[src/rtl/hazard_ctrl.sv]
// hazard_ctrl: forwarding selects, load-use/branch stall detection and the divider busy sequencer.
// Optional performance counters are compiled in when HAZARD_PERF_EN is defined.
module hazard_ctrl #(
  parameter int DIV_LATENCY = 33,
  parameter int CNT_W       = 6
) (
  input  logic       clock,
  input  logic       reset,
  input  logic [4:0] RsD,
  input  logic [4:0] RtD,
  input  logic [4:0] RsE,
  input  logic [4:0] RtE,
  input  logic [4:0] WriteRegE,
  input  logic [4:0] WriteRegM,
  input  logic [4:0] WriteRegW,
  input  logic       RegWriteE,
  input  logic       RegWriteM,
  input  logic       RegWriteW,
  input  logic       MemtoRegE,
  input  logic       MemtoRegM,
  input  logic       BranchD,
  input  logic       StartDivE,
  output logic [1:0] ForwardAE,
  output logic [1:0] ForwardBE,
  output logic       ForwardAD,
  output logic       ForwardBD,
  output logic       StallF,
  output logic       StallD,
  output logic       StallE,
  output logic       FlushE,
  output logic       FlushM,
  output logic       DivBusy,
  output logic       DivDone
`ifdef HAZARD_PERF_EN
  ,
  output logic [31:0] PerfStallCycles,
  output logic [31:0] PerfLoadUse
`endif
);

  localparam logic [1:0] IDLE = 2'd0;
  localparam logic [1:0] BUSY = 2'd1;
  localparam logic [1:0] DONE = 2'd2;

  logic [1:0]       state;
  logic [CNT_W-1:0] cnt;
  logic             busy;
  logic             lwstall;
  logic             brstall;
  logic             hazard;

  // DONE ignores StartDivE because the finishing DIV is still sitting in E.
  always_ff @(posedge clock) begin
    if (reset) begin
      state <= IDLE;
      cnt   <= '0;
    end else begin
      case (state)
        IDLE: begin
          if (StartDivE) begin
            state <= BUSY;
            cnt   <= CNT_W'(DIV_LATENCY - 2);
          end
        end
        BUSY: begin
          if (cnt == '0) state <= DONE;
          else           cnt   <= cnt - CNT_W'(1);
        end
        DONE:    state <= IDLE;
        default: state <= IDLE;
      endcase
    end
  end

  assign busy    = (state == BUSY);
  assign DivBusy = busy;
  assign DivDone = (state == DONE);

  assign lwstall = MemtoRegE && RegWriteE && (WriteRegE != 5'd0) &&
                   ((WriteRegE == RsD) || (WriteRegE == RtD));
  assign brstall = BranchD &&
                   ((RegWriteE && (WriteRegE != 5'd0) &&
                     ((WriteRegE == RsD) || (WriteRegE == RtD))) ||
                    (MemtoRegM && (WriteRegM != 5'd0) &&
                     ((WriteRegM == RsD) || (WriteRegM == RtD))));
  assign hazard  = lwstall || brstall;

  // M-stage results win over W-stage results; r0 is never forwarded.
  always_comb begin
    ForwardAE = 2'b00;
    ForwardBE = 2'b00;
    ForwardAD = 1'b0;
    ForwardBD = 1'b0;
    if (!reset) begin
      if (RegWriteM && (WriteRegM != 5'd0) && (WriteRegM == RsE))      ForwardAE = 2'b10;
      else if (RegWriteW && (WriteRegW != 5'd0) && (WriteRegW == RsE)) ForwardAE = 2'b01;
      if (RegWriteM && (WriteRegM != 5'd0) && (WriteRegM == RtE))      ForwardBE = 2'b10;
      else if (RegWriteW && (WriteRegW != 5'd0) && (WriteRegW == RtE)) ForwardBE = 2'b01;
      ForwardAD = RegWriteM && (WriteRegM != 5'd0) && (WriteRegM == RsD);
      ForwardBD = RegWriteM && (WriteRegM != 5'd0) && (WriteRegM == RtD);
    end
  end

  always_comb begin
    StallF = 1'b0;
    StallD = 1'b0;
    StallE = 1'b0;
    FlushE = 1'b0;
    FlushM = 1'b0;
    if (!reset) begin
      if (busy) begin
        StallF = 1'b1;
        StallD = 1'b1;
        StallE = 1'b1;
        FlushM = 1'b1;
      end else begin
        StallF = hazard;
        StallD = hazard;
        FlushE = hazard;
      end
    end
  end

`ifdef HAZARD_PERF_EN
  // Load-use stalls hidden behind a divider freeze are not counted.
  always_ff @(posedge clock) begin
    if (reset) begin
      PerfStallCycles <= '0;
      PerfLoadUse     <= '0;
    end else begin
      if (StallF)             PerfStallCycles <= PerfStallCycles + 32'd1;
      if (lwstall && !busy)   PerfLoadUse     <= PerfLoadUse + 32'd1;
    end
  end
`endif

endmodule

[config.mk]
export PLATFORM = sky130hd
export DESIGN_NAME = hazard_ctrl
export DESIGN_NICKNAME = d
export VERILOG_FILES = /design/src/rtl/hazard_ctrl.sv
export SDC_FILE = /design/constraint.sdc
export NUM_CORES = 1
export LEC_CHECK = 0
export CAP_MARGIN = 20
export CORE_MARGIN = 2
export CORE_UTILIZATION = 40
export DETAILED_ROUTE_END_ITERATION = 16
export GPL_TIMING_DRIVEN = 0
export HOLD_SLACK_MARGIN = 0.15
export PLACE_DENSITY = 0.81
export SETUP_SLACK_MARGIN = 0.1
export SLEW_MARGIN = 10
export SYNTH_ARGS = -nofsm -noshare
export SYNTH_HDL_FRONTEND = slang
export SYNTH_SLANG_ARGS = --single-unit
[constraint.sdc]
create_clock -name clock -period 3.1 [get_ports clock]
set_clock_uncertainty 0.2 [all_clocks]
set_input_delay 0.31 -clock clock [delete_from_list [all_inputs] [get_ports clock]]
set_output_delay 0.31 -clock clock [all_outputs]
set_load 0.02 [all_outputs]
* Word-level counts from Yosys, hierarchy flattened
Index checks and enable logic that the tools add are counted.
Widths: inputs -> output; s select.
** Word-level totals
- Flip-flop bits (word level) :: 8
- Bits of input ports :: 44
- Output and inout port bits :: 13
- Word-level logic and storage cells :: 64
** Operators by class
- Add/subtract/negate cells :: 1
- Eq/ne operators :: 13
- Muxes and demuxes :: 20
- Reduce and logical (&&, ||, !) cells :: 28
** Operators by type and width (count)
- $eq 5x5->1 :: 8
- $logic_and 1x1->1 :: 16
- $reduce_bool 5->1 :: 3
- $mux 2 :: 6
- $mux 6 :: 2
- $pmux 6 s2 :: 1
- $mux 1 :: 10
- $logic_not 6->1 :: 1
- $sub 6x1->6 const B :: 1
- $logic_or 1x1->1 :: 4
- $ne 2x2->1 const B :: 2
- $pmux 2 s2 :: 1
- $reduce_and 3->1 :: 1
- $eq 2x1->1 const B :: 1
- $eq 2x2->1 const B :: 1
- $logic_not 2->1 :: 1
- $ne 2x1->1 const B :: 1
- $reduce_and 2->1 :: 1
- $reduce_bool 2->1 :: 1

* Depth between registers and ports, before layout
- Word-level depth :: 8
- Gate-level depth with buffers :: 7
- Depth with buffers taken out :: 6

* Least setup slack after synthesis
OpenSTA, ideal clock, no wires.
- Path type :: in2out
- Start point :: in WriteRegM[4]
- End point :: out StallF
- Arrival time :: 1.795 ns
- Data required time :: 2.590 ns
- Setup slack :: 0.795 ns
- Stages on the path :: 7
- Path buffers :: 2
- Path through :: clkbuf_1 > xnor2_1 > nand3_1 > nor3_1 > o21ai_0 > a31oi_1 > buf_4
** On the way
- Word-level cells in the longest chain between the ends :: 8
- Elaborated cells between the ends (all ways) :: 11
- Those cells by class :: eq/ne: 2; mux: 2; reduce/logical: 7
** Ends and longest elaborated chain
- start, declared :: line 14 : input logic [4:0] WriteRegM,
- $eq 5x5->1 or $reduce_bool 5->1 (tied branches) :: line 85, 84
- $logic_or 1x1->1 or $logic_and 1x1->1 (tied branches) :: line 85, 84
- $logic_and 1x1->1 * :: line 84 : (MemtoRegM && (WriteRegM != 5'd0) &&
- $logic_or 1x1->1 * :: line 83 : ((WriteRegE == RsD) || (WriteRegE == RtD))) ||
- $logic_and 1x1->1 * :: line 81 : assign brstall = BranchD &&
- $logic_or 1x1->1 * :: line 86 : assign hazard = lwstall || brstall;
- $mux 1 * (2 in series)
- end, declared :: line 27 : output logic StallF,
Mark *: on every way between the ends. The rest lies on a longest branch, timed or not.

* Worst setup path after layout
- Start point :: in RsE[0]
- End point :: out ForwardAE[1]
** On the way
- Word-level cells in the longest chain between the ends :: 4
** Ends and longest elaborated chain
- start, declared :: line 11 : input logic [4:0] RsE,
- $eq 5x5->1 :: line 95 : if (RegWriteM && (WriteRegM != 5'd0) && (WriteRegM == RsE)) ForwardAE = 2'b10;
- $logic_and 1x1->1 :: line 95
- $mux 2 :: line 95
- $mux 2 :: line 94 : if (!reset) begin
- end, declared :: line 23 : output logic [1:0] ForwardAE,
No other way between the ends.

==> results.txt <==
* Status: finished, final reports clean
- Static leakage power: 0.6451 nW
* Least setup slack across all paths after layout: 0.2825 ns
* Number of buffers on the longest clock path: 2
* RSZ-0062 raised after global routing: no
- Via count of the first global-routing pass: 1,084
* Crit path launch type: primary input
- Total number of placement rows: 18
- Max-slew violations: 0
- First DRT Iteration DRCs: 20
* Yosys top cell area share: 0.2100
* Final Util: 0.6538
- The number of setup buffers added after CTS is 0.
- Overflow left after global routing: 0
- Area used by multi-input combinational logic: 787.0 um^2
* Met3 track demand over resource in global routing: 0.04444
- The initial utilization of the core area, before any placement, comes to 0.4115.
- Insertion delay to the later sink of the worst-skew pair: 0.25 ns
* Most used standard cells in the synthesized netlist: xor2_1, xnor2_1, nor3_1
- The number of nets handed over by synthesis was 171.
- Finish-stage setup viols: 0
- Using the TritonRoute via totals, the vias-per-cell ratio works out to 5.211.
- Buffers inserted to repair hold after CTS numbered 0.
* Global-route wire length before repair: 4629 um
- TritonCTS built the clock tree.
* Initial antenna violation count: 0
- Power Dens Cells: 264.7 nW/um^2
- Number of hold-slack violations in the final timing report: 0
* Port bufs: 51
* Count leader, synth: xor2_1
- Clock transition at the registers of the reported paths: 0.05 ns
* Mapped Avg Cell Area: approximately 8 um^2
- The repair_antennas step left the layout with diodes totalling 0.
* Proportion of layout cells with a drive suffix above 1: 0.08939
* Routed wire per std cell: 14.14 um
- Max-capacitance violation count: 0
- The area growth from synthesis to layout is 58.88%.
* CP required: about 2.6 ns
* Fillers: 220
- Flop2flop setup slack: 1.20 ns
- Met1 routing resource usage after global routing: 0.2338
* Type of the worst setup path: primary input to output port
* Number of optimization iterations in the first detailed-route pass: 4
- Largest net degree at the start of global routing: 11
- Based on the critical path, the design can be clocked at up to approximately 350 MHz.
- Transition time at the pin with the least slew margin: 0.4465 ns
* Global-route total usage across every layer: 0.2163
- Summed over all layers, the routed wires come to approximately 3000 um.
- Most utilized layer in the global route result: met2
- Cell area after synthesis: roughly 1000 um^2
* Total number of vias: between 1k and 1.5k
* Sink count of the clock tree: 8
* Synth Warn #: 0
* Post-synthesis cell count: 125
* Maximum vdd ir drop: 0.2183 mV
* Horizontal die dimension: 54.03 um
- Setup TNS: 0 ns
- At the placement stage, the worst setup path has a slack of 0.04103 ns.
- STA puts the critical path data arrival time at 2.31 ns.
* Clock root buffer: clkbuf_4
- Of all flip-flops after synthesis, the portion carrying an async set or reset was 0.
* Antenna violation net count after detailed routing: 0
* Net count, final: 227
* Worst-case headroom to the max-slew limit: 0.6996
- After floorplanning, the core was sized to cover 2432 um^2.
- Full die area: 2919 um^2
- By area the synthesized netlist is led by xor2_1, xnor2_1, dfxtp_1.
- Level count of the clock H-tree: 1
- Storage element area: ~160 um^2
* # DRC: 0
* Part of the Yosys area used for sequential elements: 0.1600
* Hold Crit Class: flip-flop to flip-flop
- Among all flip-flop cells after synthesis, the most frequent one is dfxtp_1.
- In this run, distinct cell masters in the synthesized netlist total 30.
- Number of synthesized register bits: 8
- Num CTS Buffers: 3
- Along the worst path, the maximum fanout reaches 2.
- Crit path capture type: output port
- The worst path needs 2.818 ns of the cycle, external delays included.
- Half-perimeter wire length after detailed placement: 2547 um
- For this design the top-level I/O count stands at 57.
- DIE HEIGHT: 54.03 um
* Biggest area consumer among synthesized cells: xor2_1
- GP Congestion: 0.9116
- Number of synthesized flops with an enable pin: 0
- For this run, global-route usage on met2 was measured as 0.4207.
- Of the available clock period, the critical path in the final layout requires 0.9089.
==> layout make-up <==
| cell class | count | share of cell area |
|---|---|---|
| buffer | 8 | 0.03068 |
| clock buffer | 3 | 0.01416 |
| inverter | 4 | 0.009441 |
| multi-input combinational | 105 | 0.4949 |
| sequential | 8 | 0.1007 |
| tap | 30 | 0.02360 |
| timing repair buffer | 51 | 0.3265 |
==> registers in the layout, indices dropped and copies added, names as in the netlist <==
register / count
cnt: 6
state: 2
==> cell usage in the layout, fill, tap and decap left out, types with 2 or more instances in the layout <==
cell / instances
clkdlybuf4s50_1: 46
xor2_1: 24
xnor2_1: 19
nand3_1: 8
nor3_1: 8
dfxtp_1: 8
nor2_1: 7
inv_1: 4
nor2b_1: 4
o21ai_0: 4
a211oi_1: 4
dlymetal6s2s_1: 4
buf_2: 3
or4_1: 3
a21oi_1: 3
clkbuf_4: 3
clkbuf_1: 2
nor4_1: 2
nor4_2: 2
nor3_2: 2
nor3b_1: 2
nand2_1: 2
ha_1: 2
buf_4: 2
==> worst paths after layout <==
path,end,depth (start not counted),startpoint
worst max register to register,cnt[4],6,cnt[0]
worst max-delay path,ForwardAE[1],6,RsE[0]
worst min-delay path,cnt[0],1,cnt[0]
worst min register to register,cnt[0],1,cnt[0]
==> per-stage QoR <==
step           instance area, um^2  total power, mW  hold slack, ns  instances
2_1_floorplan                 1001           0.2427          0.2667        125
3_3_place_gp                  1549           0.3317          0.2815        206
3_5_place_dp                  1549           0.3427          0.3017        206
4_1_cts                       1570           0.4240          0.3144        209
5_1_grt                       1590           0.4520          0.3299        209
6_report                      1590           0.4209          0.3219        209
==> routing by layer <==
metal / vias to the layer above / part of all wire / routed length (um)
met3: 10 / 0.083 / 245
met5: - / 0 / 0
li1: 536 / - / -
met1: 490 / 0.38 / 1124
met4: 0 / 0.023 / 69
met2: 53 / 0.51 / 1517
==> report_power, final <==
group	switching [mW]	internal (mW)	total, mW
combinational	0.102	0.115	0.217
clock	0.0333	0.0441	0.0774
sequential	0.0114	0.115	0.127
==> critical path, stage by stage <==
cell,delay (ns)
clkdlybuf4s50_1,0.45
xnor2_1,0.21
nand3_1,0.10
nor4_1,0.44
nor2b_1,0.18
clkdlybuf4s50_1,0.61
==> cells by family after synthesis <==
group	Yosys count	synth area share
compound gates	15	0.1100
xor+xnor	43	0.3762
fa+ha+maj	2	0.02500
buf+inv	12	0.06374
flops	8	0.1600
simple gates	45	0.2650
==> what timing repair did <==
item | CTS | global route
pin swaps | 1 | 1
endpoints found under the setup margin | 2 | 4
resized for setup | 1 | 6
cloned | 0 | 0
Note: power is estimated with default switching activity, not from simulation.
